<file path="src/rtl/uart_pkg.sv">
// Shared UART definitions: FSM states, frame width and the default baud divisor.
package uart_pkg;

  typedef enum logic [1:0] {IDLE, START, DATA, STOP} uart_state_t;

  localparam int DATA_BITS    = 8;
  localparam int CLK_FREQ     = 50_000_000;
  localparam int BAUD         = 115_200;
  localparam int CLKS_PER_BIT = CLK_FREQ / BAUD;

endpackage

</file>
<file path="src/rtl/uart_baud_cnt.sv">
// Bit-period divider: counts 0..CLKS_PER_BIT-1 and ticks on the last count of each period.
module uart_baud_cnt #(
  parameter int CLKS_PER_BIT = 434
) (
  input  logic i_clk,
  input  logic i_rst_n,
  input  logic i_clear,
  output logic o_tick
);

  localparam int CW = (CLKS_PER_BIT > 1) ? $clog2(CLKS_PER_BIT) : 1;
  localparam logic [CW-1:0] LAST = CW'(CLKS_PER_BIT - 1);

  logic [CW-1:0] r_count;

  always_ff @(posedge i_clk) begin
    if (!i_rst_n || i_clear || r_count == LAST) begin
      r_count <= '0;
    end else begin
      r_count <= r_count + CW'(1);
    end
  end

  assign o_tick = (r_count == LAST);

endmodule

</file>
<file path="src/rtl/uart_tx.sv">
// 8N1 UART transmitter with a one-byte holding register for gap-free back-to-back frames.
module uart_tx #(
  parameter int CLKS_PER_BIT = uart_pkg::CLKS_PER_BIT,
  parameter int STOP_BITS    = 1
) (
  input  logic       CLK,
  input  logic       RST_N,
  input  logic [7:0] TX_DATA,
  input  logic       TX_VALID,
  output logic       TX_READY,
  output logic       TX_OUT,
  output logic       BUSY,
  output logic       DONE
);
  import uart_pkg::*;

  uart_state_t          r_state;
  logic [DATA_BITS-1:0] r_hold;
  logic [DATA_BITS-1:0] r_shift;
  logic                 r_hold_full;
  logic [2:0]           r_bit_idx;
  logic                 r_stop_cnt;
  logic                 r_tx_out;
  logic                 r_busy;
  logic                 r_done;
  logic                 w_tick;
  logic                 w_clear;
  logic                 w_accept;

  // Holding the divider at zero while idle makes the start bit a full period long.
  assign w_clear  = (r_state == IDLE);
  assign TX_READY = RST_N && !r_hold_full;
  assign w_accept = TX_VALID && TX_READY;

  uart_baud_cnt #(
    .CLKS_PER_BIT(CLKS_PER_BIT)
  ) u_baud (
    .i_clk  (CLK),
    .i_rst_n(RST_N),
    .i_clear(w_clear),
    .o_tick (w_tick)
  );

  always_ff @(posedge CLK) begin
    if (!RST_N) begin
      r_state     <= IDLE;
      r_hold      <= '0;
      r_hold_full <= 1'b0;
      r_shift     <= '0;
      r_bit_idx   <= '0;
      r_stop_cnt  <= 1'b0;
      r_tx_out    <= 1'b1;
      r_busy      <= 1'b0;
      r_done      <= 1'b0;
    end else begin
      r_done <= 1'b0;
      if (w_accept) begin
        r_hold      <= TX_DATA;
        r_hold_full <= 1'b1;
      end
      case (r_state)
        IDLE: begin
          r_tx_out <= 1'b1;
          if (r_hold_full) begin
            r_shift     <= r_hold;
            r_hold_full <= 1'b0;
            r_tx_out    <= 1'b0;
            r_busy      <= 1'b1;
            r_state     <= START;
          end
        end
        START: begin
          if (w_tick) begin
            r_state   <= DATA;
            r_bit_idx <= '0;
            r_tx_out  <= r_shift[0];
          end
        end
        DATA: begin
          if (w_tick) begin
            if (r_bit_idx == 3'(DATA_BITS - 1)) begin
              r_state    <= STOP;
              r_stop_cnt <= 1'b0;
              r_tx_out   <= 1'b1;
            end else begin
              r_shift   <= r_shift >> 1;
              r_bit_idx <= r_bit_idx + 3'd1;
              r_tx_out  <= r_shift[1];
            end
          end
        end
        STOP: begin
          if (w_tick) begin
            if (r_stop_cnt == 1'(STOP_BITS - 1)) begin
              r_done <= 1'b1;
              // A queued byte starts its start bit on the very edge this frame ends.
              if (r_hold_full) begin
                r_shift     <= r_hold;
                r_hold_full <= 1'b0;
                r_tx_out    <= 1'b0;
                r_state     <= START;
              end else begin
                r_tx_out <= 1'b1;
                r_busy   <= 1'b0;
                r_state  <= IDLE;
              end
            end else begin
              r_stop_cnt <= 1'b1;
            end
          end
        end
        default: r_state <= IDLE;
      endcase
    end
  end

  assign TX_OUT = r_tx_out;
  assign BUSY   = r_busy;
  assign DONE   = r_done;

endmodule

</file>
<file path="config.mk">
export PLATFORM = sky130hd
export DESIGN_NAME = uart_tx
export DESIGN_NICKNAME = d
export VERILOG_FILES = /design/src/rtl/uart_pkg.sv /design/src/rtl/uart_baud_cnt.sv /design/src/rtl/uart_tx.sv
export SDC_FILE = /design/constraint.sdc
export NUM_CORES = 1
export LEC_CHECK = 0
export ABC_AREA = 1
export CAP_MARGIN = 25
export CORE_MARGIN = 2
export CORE_UTILIZATION = 40
export DETAILED_ROUTE_END_ITERATION = 8
export HOLD_SLACK_MARGIN = 0.06
export PLACE_DENSITY = 0.63
export SLEW_MARGIN = 20
export SYNTH_ARGS = -nofsm -noshare
export SYNTH_HDL_FRONTEND = slang
export SYNTH_HIERARCHICAL = 1
export SYNTH_SLANG_ARGS = --single-unit
</file>
<file path="constraint.sdc">
create_clock -name CLK -period 3.1 [get_ports CLK]
set_clock_uncertainty 0.2 [all_clocks]
set_input_delay 0.62 -clock CLK [delete_from_list [all_inputs] [get_ports CLK]]
set_output_delay 0.62 -clock CLK [all_outputs]
set_load 0.01 [all_outputs]
</file>
==> results of run 1 <==
[synth_stat cells (all sizes together)]
| master | count | area, µm² |
|---|---|---|
| nand2 | 77 | 312 |
| nor2 | 43 | 166 |
| inv | 37 | 139 |
| buf | 5 | 45.0 |
| a21oi | 22 | 129 |
| o211ai | 1 | 7.51 |
| clkbuf | 2 | 7.51 |
| ha | 10 | 125 |
| o21ai | 8 | 43.8 |
| xor2 | 1 | 8.76 |
| xnor2 | 1 | 8.76 |
| nand3 | 22 | 110 |
| dfxtp | 34 | 681 |
| and2 | 2 | 12.5 |
| nor3 | 1 | 5.00 |
| o21bai | 2 | 15.0 |
[final timing paths]
| kind | start | to | slack (ns) | depth (start not counted) |
|---|---|---|---|---|
| min | r_hold[6]$_SDFFE_PN0N_ | r_hold[6]$_SDFFE_PN0N_ | 0.26 | 2 |
| max | RST_N | TX_READY | 0.43 | 4 |
| max reg2reg | r_state[0]$_SDFFE_PN0P_ | r_shift[1]$_SDFFE_PN0P_ | 1.14 | 9 |
| min reg2reg | r_hold[6]$_SDFFE_PN0N_ | r_hold[6]$_SDFFE_PN0N_ | 0.26 | 2 |
[cell families (layout without fill, tap and decap cells)]
logic type	Yosys count	after routing
XOR/XNOR	2	2
buffers and inverters	44	61
adder cells (fa/ha/maj)	10	10
AND/OR/NAND/NOR	145	145
AO/OA/AOI/OAI	33	33
flip-flops	34	34
[power by group through the flow]
stage	combinational (mW)	sequential (mW)	clock, mW
2_1_floorplan	0.448	0.588	0
3_3_place_gp	0.529	0.597	0
3_5_place_dp	0.530	0.597	0
4_1_cts	0.530	0.588	0.414
5_1_grt	0.611	0.600	0.436
6_report	0.530	0.589	0.402
[cell type report]
| cell class | instances | share of cell area, % |
|---|---|---|
| Clock buffer | 7 | 3.65 |
| Clock inverter | 1 | 1.44 |
| Inverter | 37 | 6.65 |
| Multi-Input combinational cell | 190 | 45.1 |
| Sequential cell | 34 | 32.6 |
| Tap cell | 52 | 3.11 |
| Timing Repair Buffer | 16 | 7.43 |
[per-stage QoR]
stage          setup WS, ns  total power [mW]  std cells
2_1_floorplan          1.38              1.04        268
3_3_place_gp          0.440              1.13        329
3_5_place_dp          0.428              1.13        329
4_1_cts               0.421              1.53        337
5_1_grt               0.370              1.65        337
6_report              0.432              1.52        337
[metal layers]
layer,part of all wire (%),vias to the layer above
met5,0,-
met4,1.2,0
met3,3.2,5
met2,43,16
met1,53,648
li1,-,860
[sequential cells by signal, indices dropped and copies added, names as in the netlist]
signal          flops
r_hold_full         1
r_shift             8
TX_OUT              1
r_hold              8
r_state             2
BUSY                1
DONE                1
r_bit_idx           3
u_baud/r_count      9
[worst reg2reg max path, cell delays in order, from the launching register on]
cell	delay, ns
dfxtp_1	0.35
inv_1	0.13
ha_1	0.51
buf_4	0.25
inv_1	0.07
nand2_1	0.06
and2_0	0.11
nand3_1	0.07
nand2_1	0.08
nor2_1	0.04
==> results.ini, run 1 <==
[finish]
area_delta_synth_final_pct = 15.1
layout_common_cells = nand2_1, nor2_1, dfxtp_1, inv_1, nand3_1
drive_above_1_share_pct = 8.42
design_area_um2 = 2090
final_nets = 305
ff_latch_area_um2 = 681
n_fill_cell = 437
fin_util_pct = 48.0
final_common_cell = nand2_1
n_antenna_cell = 0
multiInputGateArea_um2 = 943

[timing]
finalSetupViolations = 0
relSlewSlack_pct = 56.7
whs_ns = 0.256
rsz0062_at_grt = no
tightest_slew_ns = 0.650
period_share_pct = 86.1
hold_violations = 0
maxSlewViolCount = 0
fin_crit_ns = 2.67
fmax_mhz = 375
tns_ns = 0

[grt]
grt_util_all_layers_pct = 14.6
grt_pass1_vias = 1383
antenna_found_initial = 0
grt-busiest-layer = met2
grtUsageMet1_pct = 18.8
use_met2_pct = 22.8
grt_overflow = 0
grt_pass1_wl_um = 5950
grt_max_degree = 23
grt_util_met3_pct = 5.06

[floorplan]
die_y_um = 71.4
fp.coreArea_um2 = 4350
fp.dieArea_um2 = 5090
num_rows = 24
ios = 15
start_util_pct = 41.7
die_x_um = 71.4

[status]
status = completed

[power]
power.leakage_nw = 0.915
ir_drop_mv = 0.253
pwr-share-clk_pct = 26.4
cell_internal_pwr_mw = 0.972
p_comb_share_pct = 34.9
switching_share_pct = 36.1
powerDensity_nw_per_um2 = 728
p_seq_share_pct = 38.7
switchingPower_mw = 0.549

[critical_path]
crit_top_cell = clkdlybuf4s50_1
arrival_ns = 1.85
cp.required_ns = 2.28
cp_top_family = buffers and inverters
critical_path_class = in2out
timing.critical_path.buf_inv = 3
start_kind = primary input
max_stage_delay_ns = 0.55
crit_chain = clkdlybuf4s50_1 > inv_2 > nor2_2 > clkdlybuf4s50_1
cp_slowest_cell = clkdlybuf4s50_1
end_kind = output pin
cp_max_fo = 5

[clock_tree]
clock-sinks = 34
clockBufferDepth = 2
cts_resized = 0
tritoncts = done
clk_latency_ns = 0.29
numCtsBuffers = 5
clk_pin_slew_ns = 0.07
postCtsSetupRepairBufs = 0
htreeDepth = 2
cts-root-buf = clkbuf_8
holdBufCountCts = 0

[synthesis]
synth-simple-area-share_pct = 33.4
netlist_area_um2 = 1820
synth_nets = 289
synth_fa_ha_area_share_pct = 6.89
synthCells = 268
synth_cell_types = 25
synth_mux_area_share_pct = 0
ys_warn_count = 6
synth_xor_area_share_pct = 0.965
ys_seq_area_share_pct = 37.5
synth_seq_cells = 34
synth_top_family_by_area = simple AND/OR/NAND/NOR gates
synth_compound_area_share_pct = 10.8
syn-mean-instance-area_um2 = 6.77

[routing]
num_vias = 1529
routedWlPerCell_um = 9.98
detail-route-antenna-nets = 0
drt-initial-drc-count = 83
dr.pass1.iters = 4
drc = 0
viasPerCell = 4.54
drt-total-wl_um = 3360

[placement]
placed_area_um2 = 1980
routabilityCongestion = 0.784
dp_hpwl_um = 2440
portBuffers = 14

[run]
maxCapViolCount = 0

[hold_path]
hold_path.class = reg2reg

Power figures use the tool's default switching activity.
==> run 2, diff against run 1 <==
--- a/config.mk
+++ b/config.mk
@@ -5,7 +5,6 @@
 export SDC_FILE = /design/constraint.sdc
 export NUM_CORES = 1
 export LEC_CHECK = 0
-export ABC_AREA = 1
 export CAP_MARGIN = 25
 export CORE_MARGIN = 2
 export CORE_UTILIZATION = 40
==> run 2 against run 1 <==
Sequential power decreased by 10%. Core utilization increased by 0.89 points. Cell count decreased by 26%. Clock power decreased by 17%. Synthesized area decreased by 7.2%. First-iteration DRC count decreased by 17%. Count of clock-buffer cells in the layout unchanged. Non-clock buffer count unchanged. Critical path type unchanged. Sequential share of layout area increased by 2.0 points. Die area decreased by 6.8%. Cell area decreased by 5.7%.
==> results.ini, run 2 <==
[timing]
relSlewSlack_pct = 57.4
rsz0062_at_grt = no
hold_violations = 0
tightest_slew_ns = 0.634
finalSetupViolations = 0
tns_ns = 0
period_share_pct = 84.5
whs_ns = 0.260
fin_crit_ns = 2.62
fmax_mhz = 382
maxSlewViolCount = 0

[routing]
detail-route-antenna-nets = 0
dr.pass1.iters = 5
routedWlPerCell_um = 12.9
num_vias = 1291
drt-total-wl_um = 3220
viasPerCell = 5.16
drt-initial-drc-count = 69
drc = 0

[grt]
grt-busiest-layer = met2
grt_pass1_vias = 1249
grt_util_met3_pct = 5.36
grt_max_degree = 22
grt_overflow = 0
antenna_found_initial = 0
grtUsageMet1_pct = 17.6
grt_util_all_layers_pct = 15.7
use_met2_pct = 26.9
grt_pass1_wl_um = 5470

[critical_path]
crit_chain = clkdlybuf4s50_1 > inv_1 > nor2_1 > clkdlybuf4s50_1
start_kind = primary input
cp_slowest_cell = clkdlybuf4s50_1
arrival_ns = 1.80
crit_top_cell = clkdlybuf4s50_1
max_stage_delay_ns = 0.55
worst-r2r-cell-count = 5
cp_max_fo = 2
cp.required_ns = 2.28
critical_path_class = in2out
end_kind = output pin
reg2reg_slack_ns = 0.64
r2r_end = r_state[0]$_SDFFE_PN0P_
r2r-start = u_baud/r_count[2]$_SDFF_PP0_

[placement]
portBuffers = 14
routabilityCongestion = 0.745
dp_hpwl_um = 2250
placed_cells = 242

[synthesis]
ys_warn_count = 6
synth_top_area_share_pct = 40.4
synth_seq_cells = 34
synth_cell_types = 36
synth-async-reset-ratio_pct = 0
syn-mean-instance-area_um2 = 9.26
synth_area_leaders = dfxtp_1, mux2i_1, ha_1
synth_flop_cell = dfxtp_1
synth-edff-count = 0
synth_nets = 203
synthCells = 182
ys_seq_area_share_pct = 40.4
yosysMostFrequentCell = dfxtp_1
ys_top_cells_by_count = dfxtp_1, nand2_1, mux2i_1
netlist_area_um2 = 1690
yosysTopAreaCell = dfxtp_1

[hold_path]
hold_start = r_shift[2]$_SDFFE_PN0P_
min_path_cells = 2
holdPathEnd = r_shift[2]$_SDFFE_PN0P_
hold_path.class = reg2reg

[clock_tree]
clock-sinks = 34
clockBufferDepth = 2
clk_latency_ns = 0.28
cts_resized = 0
postCtsSetupRepairBufs = 0
htreeDepth = 2
numCtsBuffers = 5
clk_pin_slew_ns = 0.07
cts-root-buf = clkbuf_8
holdBufCountCts = 0
tritoncts = done

[finish]
n_antenna_cell = 0
fin_cells = 250
final_common_cell = dfxtp_1
drive_above_1_share_pct = 11.5
ff_latch_area_um2 = 681
multiInputGateArea_um2 = 953
reg.largest.list = u_baud/r_count: 9 flops, r_hold: 8 flops, r_shift: 8 flops
final_nets = 220
fin_util_pct = 48.9
area_delta_synth_final_pct = 16.9
n_fill_cell = 379
largest_register_ffs = 9
layout_common_cells = dfxtp_1, nand2_1, mux2i_1
regMostFlops = u_baud/r_count

[power]
power.leakage_nw = 0.790
cell_internal_pwr_mw = 0.868
switchingPower_mw = 0.401
p_comb_share_pct = 32.2
finalPower_mw = 1.27
powerDensity_nw_per_um2 = 644
ir_drop_mv = 0.307
switching_share_pct = 31.6
p_seq_share_pct = 41.6
pwr-share-clk_pct = 26.2

[status]
status = completed

[run]
maxCapViolCount = 0

[floorplan]
num_rows = 23
fp.dieArea_um2 = 4750
ios = 15
die_x_um = 68.9
fp.coreArea_um2 = 4030
die_y_um = 68.9
start_util_pct = 41.8

## run 2: how the worst max path moves through the flow
stage	startpoint	endpoint	cells past startpoint	slack, ns
6_report	RST_N	TX_READY	4	0.48
5_1_grt	u_baud/r_count[2]$_SDFF_PP0_	r_state[0]$_SDFFE_PN0P_	5	0.33
4_1_cts	RST_N	TX_READY	4	0.46
3_5_place_dp	RST_N	TX_READY	4	0.46
3_3_place_gp	RST_N	TX_READY	4	0.46
2_1_floorplan	u_baud/r_count[2]$_SDFF_PP0_	r_shift[0]$_SDFFE_PN0P_	5	1.03
## run 2: critical path: cells and delay by family
kind                   cells  cell delay, ns
and+or+nand+nor            1            0.09
buffers and inverters      3            1.09
## run 2: metrics by stage
stage,setup slack (ns),area (µm²)
2_1_floorplan,1.03,1690
3_3_place_gp,0.463,1880
3_5_place_dp,0.462,1880
4_1_cts,0.462,1970
5_1_grt,0.333,1970
6_report,0.481,1970
## run 2: power groups by stage
stage	clock, mW	combinational [mW]	sequential, mW
global route	0.367	0.449	0.534
CTS	0.345	0.407	0.526
global placement	0	0.397	0.531
floorplan	0	0.319	0.523
finish	0.332	0.409	0.528
detailed placement	0	0.403	0.536
## run 2: per-layer routing
layer / routed length (µm) / vias to the layer above
li1: - / 674
met1: 1550 / 590
met2: 1480 / 21
met3: 125 / 6
met4: 56 / 0
met5: 0 / -
## run 2: cell type report
class	count	share of cell area, %
well taps	50	3.18
inverters	7	1.33
repair buffers	16	7.88
multi-input cells	135	48.4
clock buffers	7	4.38
flip-flops and latches	34	34.6
clock inverters	1	0.254
## run 2: cells by family (layout without fill, tap and decap cells)
group           after synthesis  count (layout)  share of synthesized area (%)
fa+ha+maj                    10              10                           7.42
mux                          24              24                           14.8
flops                        34              34                           40.4
simple gates                 66              66                           19.2
buf+inv                      13              31                           3.04
xor+xnor                      3               3                           1.56
compound gates               32              32                           13.7
